$ cat src/rtl/mips_fetch_unit_pkg.sv
// Shared types and constants for the MIPS instruction-fetch stage.
// Opcode constants are provided for benches and decode-side tooling.
package mips_fetch_unit_pkg;

  typedef enum logic [1:0] {
    StFetch = 2'd0,
    StHold  = 2'd1,
    StFault = 2'd2
  } fetch_state_e;

  localparam int unsigned WordBytes = 4;

  localparam logic [5:0] OpBeq = 6'h04;
  localparam logic [5:0] OpBne = 6'h05;
  localparam logic [5:0] OpJ   = 6'h02;

endpackage

$ cat src/rtl/mips_next_pc.sv
// Combinational next-PC select (jump / taken branch / sequential) and
// program-window range check for the fetch stage.
module mips_next_pc
  import mips_fetch_unit_pkg::*;
#(
  parameter int unsigned ADDR_WIDTH   = 32,
  parameter logic [31:0] RESET_VECTOR = 32'h0,
  parameter int unsigned MEMORY_DEPTH = 32
) (
  input  logic [ADDR_WIDTH-1:0] pc_plus_4_i,
  input  logic [25:0]           instr_idx_i,
  input  logic                  branch_eq_i,
  input  logic                  branch_ne_i,
  input  logic                  jump_i,
  input  logic                  zero_i,
  output logic [ADDR_WIDTH-1:0] next_pc_o,
  output logic                  in_range_o
);

  localparam logic [ADDR_WIDTH-1:0] BaseAddr    = RESET_VECTOR[ADDR_WIDTH-1:0];
  localparam logic [ADDR_WIDTH:0]   WindowBytes = (ADDR_WIDTH+1)'(MEMORY_DEPTH * WordBytes);

  logic [ADDR_WIDTH-1:0] w_jump_target;
  logic [ADDR_WIDTH-1:0] w_branch_offset;
  logic [ADDR_WIDTH-1:0] w_branch_target;
  logic [ADDR_WIDTH-1:0] w_rel_addr;
  logic                  w_taken;

  // Jump keeps the top region bits of pc+4 when the address is wider than 28 bits.
  if (ADDR_WIDTH > 28) begin : g_jump_region
    assign w_jump_target = {pc_plus_4_i[ADDR_WIDTH-1:28], instr_idx_i, 2'b00};
  end else begin : g_jump_flat
    assign w_jump_target = {instr_idx_i, 2'b00};
  end

  assign w_branch_offset = {{(ADDR_WIDTH-18){instr_idx_i[15]}}, instr_idx_i[15:0], 2'b00};
  assign w_branch_target = pc_plus_4_i + w_branch_offset;
  assign w_taken         = (branch_eq_i & zero_i) | (branch_ne_i & ~zero_i);

  always_comb begin
    next_pc_o = pc_plus_4_i;
    if (jump_i) begin
      next_pc_o = w_jump_target;
    end else if (w_taken) begin
      next_pc_o = w_branch_target;
    end
  end

  // Offset from the base wraps modulo 2^ADDR_WIDTH, so addresses below the base land far out.
  assign w_rel_addr = next_pc_o - BaseAddr;
  assign in_range_o = ({1'b0, w_rel_addr} < WindowBytes);

endmodule

$ cat src/rtl/mips_fetch_unit.sv
// Instruction-fetch stage: PC, req/ack fetch from variable-latency memory,
// one-entry hold register, branch/jump resolution, sticky range fault.
module mips_fetch_unit
  import mips_fetch_unit_pkg::*;
#(
  parameter int unsigned ADDR_WIDTH   = 32,
  parameter logic [31:0] RESET_VECTOR = 32'h0,
  parameter int unsigned MEMORY_DEPTH = 32,
  parameter int unsigned CNT_WIDTH    = 16
) (
  input  logic                  clk,
  input  logic                  reset,
  output logic                  imem_req_o,
  output logic [ADDR_WIDTH-1:0] imem_addr_o,
  input  logic                  imem_ack_i,
  input  logic [31:0]           imem_data_i,
  output logic [31:0]           instr_o,
  output logic                  instr_valid_o,
  output logic [ADDR_WIDTH-1:0] instr_pc_o,
  output logic [ADDR_WIDTH-1:0] pc_plus_4_o,
  input  logic                  stall_i,
  input  logic                  branch_eq_i,
  input  logic                  branch_ne_i,
  input  logic                  jump_i,
  input  logic                  zero_i,
  output logic                  fault_o,
  output logic [CNT_WIDTH-1:0]  retired_cnt_o
);

  localparam logic [ADDR_WIDTH-1:0] BaseAddr = RESET_VECTOR[ADDR_WIDTH-1:0];

  fetch_state_e          r_state, w_state_next;
  logic [ADDR_WIDTH-1:0] r_pc, w_pc_next;
  logic [31:0]           r_instr, w_instr_next;
  logic [ADDR_WIDTH-1:0] r_instr_pc, w_instr_pc_next;
  logic [CNT_WIDTH-1:0]  r_cnt, w_cnt_next;

  logic [ADDR_WIDTH-1:0] w_pc_plus_4;
  logic [ADDR_WIDTH-1:0] w_next_pc;
  logic                  w_in_range;

  assign w_pc_plus_4 = r_instr_pc + ADDR_WIDTH'(WordBytes);

  mips_next_pc #(
    .ADDR_WIDTH   (ADDR_WIDTH),
    .RESET_VECTOR (RESET_VECTOR),
    .MEMORY_DEPTH (MEMORY_DEPTH)
  ) u_next_pc (
    .pc_plus_4_i (w_pc_plus_4),
    .instr_idx_i (r_instr[25:0]),
    .branch_eq_i (branch_eq_i),
    .branch_ne_i (branch_ne_i),
    .jump_i      (jump_i),
    .zero_i      (zero_i),
    .next_pc_o   (w_next_pc),
    .in_range_o  (w_in_range)
  );

  always_ff @(posedge clk or posedge reset) begin
    if (reset) begin
      r_state    <= StFetch;
      r_pc       <= BaseAddr;
      r_instr    <= '0;
      r_instr_pc <= BaseAddr;
      r_cnt      <= '0;
    end else begin
      r_state    <= w_state_next;
      r_pc       <= w_pc_next;
      r_instr    <= w_instr_next;
      r_instr_pc <= w_instr_pc_next;
      r_cnt      <= w_cnt_next;
    end
  end

  // Branch/jump inputs only matter on the consume cycle of HOLD.
  always_comb begin
    w_state_next    = r_state;
    w_pc_next       = r_pc;
    w_instr_next    = r_instr;
    w_instr_pc_next = r_instr_pc;
    w_cnt_next      = r_cnt;
    unique case (r_state)
      StFetch: begin
        if (imem_ack_i) begin
          w_instr_next    = imem_data_i;
          w_instr_pc_next = r_pc;
          w_state_next    = StHold;
        end
      end
      StHold: begin
        if (!stall_i) begin
          w_cnt_next   = r_cnt + CNT_WIDTH'(1);
          w_pc_next    = w_next_pc;
          w_state_next = w_in_range ? StFetch : StFault;
        end
      end
      StFault: begin
        w_state_next = StFault;
      end
      default: begin
        w_state_next = StFault;
      end
    endcase
  end

  // Request is gated by reset so it drops immediately on an asynchronous pulse.
  assign imem_req_o    = (r_state == StFetch) & ~reset;
  assign imem_addr_o   = r_pc;
  assign instr_o       = r_instr;
  assign instr_valid_o = (r_state == StHold);
  assign instr_pc_o    = r_instr_pc;
  assign pc_plus_4_o   = w_pc_plus_4;
  assign fault_o       = (r_state == StFault);
  assign retired_cnt_o = r_cnt;

endmodule

$ cat config.mk
export PLATFORM = sky130hd
export DESIGN_NAME = mips_fetch_unit
export DESIGN_NICKNAME = d
export VERILOG_FILES = /design/src/rtl/mips_fetch_unit_pkg.sv /design/src/rtl/mips_next_pc.sv /design/src/rtl/mips_fetch_unit.sv
export SDC_FILE = /design/constraint.sdc
export NUM_CORES = 1
export LEC_CHECK = 0
export ABC_AREA = 1
export BUFFER_PORTS_ARGS = -buffer_cell sky130_fd_sc_hd__buf_2
export CELL_PAD_IN_SITES_DETAIL_PLACEMENT = 1
export CELL_PAD_IN_SITES_GLOBAL_PLACEMENT = 1
export CORE_MARGIN = 2
export CORE_UTILIZATION = 39
export CTS_BUF_LIST = sky130_fd_sc_hd__clkbuf_16
export CTS_CLUSTER_DIAMETER = 100
export DETAILED_ROUTE_END_ITERATION = 7
export HOLD_SLACK_MARGIN = 0.15
export PLACE_DENSITY = 0.78
export SLEW_MARGIN = 20
export SYNTH_ARGS = -nofsm -noshare
export SYNTH_HDL_FRONTEND = slang
export SYNTH_HIERARCHICAL = 1
export SYNTH_SLANG_ARGS = --single-unit
$ cat constraint.sdc
create_clock -name clk -period 4.3 [get_ports clk]
set_input_delay 0.43 -clock clk [delete_from_list [all_inputs] [get_ports clk]]
set_output_delay 0.43 -clock clk [all_outputs]
set_load 0.01 [all_outputs]
==> metrics.csv <==
metric,value,unit
yosys-top-cells-area,"dfrtp_1 (34%), nand2_1 (21%), inv_1 (8.6%)",
path_class,reg2reg,
grt_max_degree,64,
finalCritPeriodShare,92.4,%
timing.hold.ws,0.231,ns
cp.arrival,4.29,ns
startpoint_type,flop,
dpl.hpwl,25500,um
layout.nets,1525,
drv_cap,0,
port_buffers,186,
ys_seq_area_share,33.9,%
synthesis.nets,1333,
vdd_drop_max,0.235,mV
clock_latency,0.43,ns
ctsLongestPathBuffers,2,
antenna_found_initial,0,
cpMostUsedCell,nand2_1,
max_stage_delay,0.42,ns
drt_iter0_drc,404,
cts_root_buf,clkbuf_16,
ys_ff_latch,114,
p_switching,661,uW
power_frac_comb,6.2,%
vias,8837,
fill_cells,2912,
cts_tree,built,
setup_viol,0,
die_area,0.0228,mm^2
syn2layout_area_growth,21.2,%
fin_skew,0.0101,ns
initial_utilization,39.9,%
dp.cells,1707,
path_cells,"ha_1, inv_1, nor2_2, nand2_2, nor2_2, nand2_1, xor2_2, ha_2, nand2_1, nor2_2, inv_1, nor2_2, nand4_1, nand4_1, nand3_1, a21oi_2, nand2_1, nor2_1, nand2_1, nor2_1, o21ai_0, nand2_1, inv_1",
die_w,151,um
syn_area,0.00842,mm^2
dpl_worst_slack,0.194,ns
grt_pass1_wl,49700,um
drc,0,
switching_share,25.6,%
numCtsBuffers,17,
crit_buf_inv,3,
final_common_cell,nand2_1,
register_area,0.00285,mm^2
overflow,0,
pin_count,187,
worstPathRequired,4.62,ns
hold_path.class,in2reg,
h-tree-depth,4,
tightest_slew,0.797,ns
hold_violations,0,
cts_sinks,114,
cp_top_family,simple AND/OR/NAND/NOR gates,
worstPathMaxFanout,5,
gp_congestion,0.919,
cellPowerDensity,253,mW/mm^2
slew_viol_final,0,
synth.avg_cell_area,6.67,um^2
diodes,0,
final_cell_count_no_fill,1741,
rows,53,
max_freq,0.252,GHz
wl_per_cell,18.4,um
layout-drive-gt1-share,21.8,%
vias_per_cell,5.08,
syn-instance-count,1261,
grt_pass1_vias,8888,
status,completed,
synth_top_area_cell,dfrtp_1,
die_h,151,um
wirelength,32100,um
power.internal,1920,uW
clk_pin_slew,0.06,ns
ys_warn_count,6,
yosysUniqueCellTypes,34,
final_antenna_net_count,0,
cpMaxStageDelayCell,dfrtp_1,
drt_first_pass_iters,5,
seqPwrFrac,42.6,%
endpoint_kind,flop,
multi_input_area,0.00468,mm^2
power.leakage,0.00622,uW
period_minus_slack,3.97,ns
grtUsageTotal,28.9,%
final_cell_mix,"nand2_1 (478), inv_1 (192), buf_2 (186)",
fin_ws,0.328,ns
p_clk_share,51.2,%
core_area,0.0211,mm^2
synth_top_area_share,33.9,%
relSlewSlack,46.9,%
final timing paths:
| path | endpoint | slack [ns] | from | cells past startpoint |
|---|---|---|---|---|
| setup / recovery | r_state[1]$_DFFE_PP0P_ | 0.33 | instr_pc_o[2]$_DFFE_PP0P_ | 23 |
| hold / removal | instr_o[17]$_DFFE_PP0P_ | 0.23 | imem_data_i[17] | 2 |
| setup reg to reg | r_state[1]$_DFFE_PP0P_ | 0.33 | instr_pc_o[2]$_DFFE_PP0P_ | 23 |
| hold reg to reg | instr_o[28]$_DFFE_PP0P_ | 0.50 | instr_o[28]$_DFFE_PP0P_ | 1 |
| max in group asynchronous | imem_addr_o[6]$_DFFE_PP0P_ | 2.69 | reset | 4 |
| min in group asynchronous | retired_cnt_o[14]$_DFFE_PP0P_ | 0.55 | reset | 3 |
timing repair:
action / in CTS / in global routing
hold buffers: 1 / 0
gates resized for setup: 0 / 8
endpoints found under the hold margin: 23 / 0
endpoints found under the setup margin: 0 / 1
setup buffers: 0 / 1
area by class of cell:
cell class	count	share of cell area [%]
flip-flops and latches	114	28.0
multi-input cells	924	45.9
repair buffers	200	10.2
clock buffers	17	4.17
clock inverters	15	1.15
inverters	196	7.24
well taps	275	3.37
synth_stat cells:
master / instances
nand2_1: 478
inv_1: 193
nor2_1: 115
dfrtp_1: 114
nand3_1: 79
mux2_2: 40
a21oi_1: 38
ha_1: 31
o21ai_0: 31
xor2_1: 27
nor2_2: 16
nand4_1: 15
buf_2: 13
nand2_2: 9
nor3_1: 8
buf_6: 6
xnor2_1: 5
and2_1: 4
buf_4: 4
clkbuf_1: 4
nand3_2: 4
nor2_4: 4
or2_2: 4
a21boi_1: 3
inv_2: 3
a21boi_0: 2
a21oi_2: 2
a31oi_1: 2
nand3b_1: 2
and3_1: 1
fa_1: 1
o211ai_1: 1
o21ai_4: 1
o21bai_1: 1
power groups by stage:
stage          sequential, uW  clock (uW)  combinational [uW]
2_1_floorplan            1120           0                77.8
5_1_grt                  1100        1400                 179
6_report                 1100        1320                 161
3_3_place_gp             1120           0                 154
3_5_place_dp             1120           0                 157
4_1_cts                  1100        1340                 160
per-layer routing:
layer	track usage (%)	up-vias	wire length (um)
met5	0	-	0
met4	8.18	0	699
met3	6.23	38	2040
met2	46.6	247	14900
met1	39.2	4286	14400
li1	-	4266	-
cells by family after synthesis:
logic type,Yosys count,share of synthesized area [%]
xor gates and xnor gates,32,3.33
DFF,114,33.9
buffers and inverters,223,10.9
adders and majority gates,32,4.85
AOI/OAI and AO/OA,81,5.28
muxes,40,5.35
and+or+nand+nor,739,36.4
sequential cells by signal, summed over array words and instances, names as in the netlist:
register / cells
retired_cnt_o: 16
imem_addr_o: 32
r_state: 2
instr_pc_o: 32
instr_o: 32
per-stage QoR:
step | TNS [ns] | total power (uW) | utilization [%] | area (um^2)
floorplan | 0 | 1200 | - | 8420
global placement | 0 | 1270 | 45.6 | 9610
detailed placement | 0 | 1280 | 45.6 | 9610
CTS | 0 | 2600 | 48.2 | 10200
global route | -0.0298 | 2680 | 48.4 | 10200
finish | 0 | 2580 | 48.4 | 10200
No activity file was read; power rests on OpenSTA's default activity.
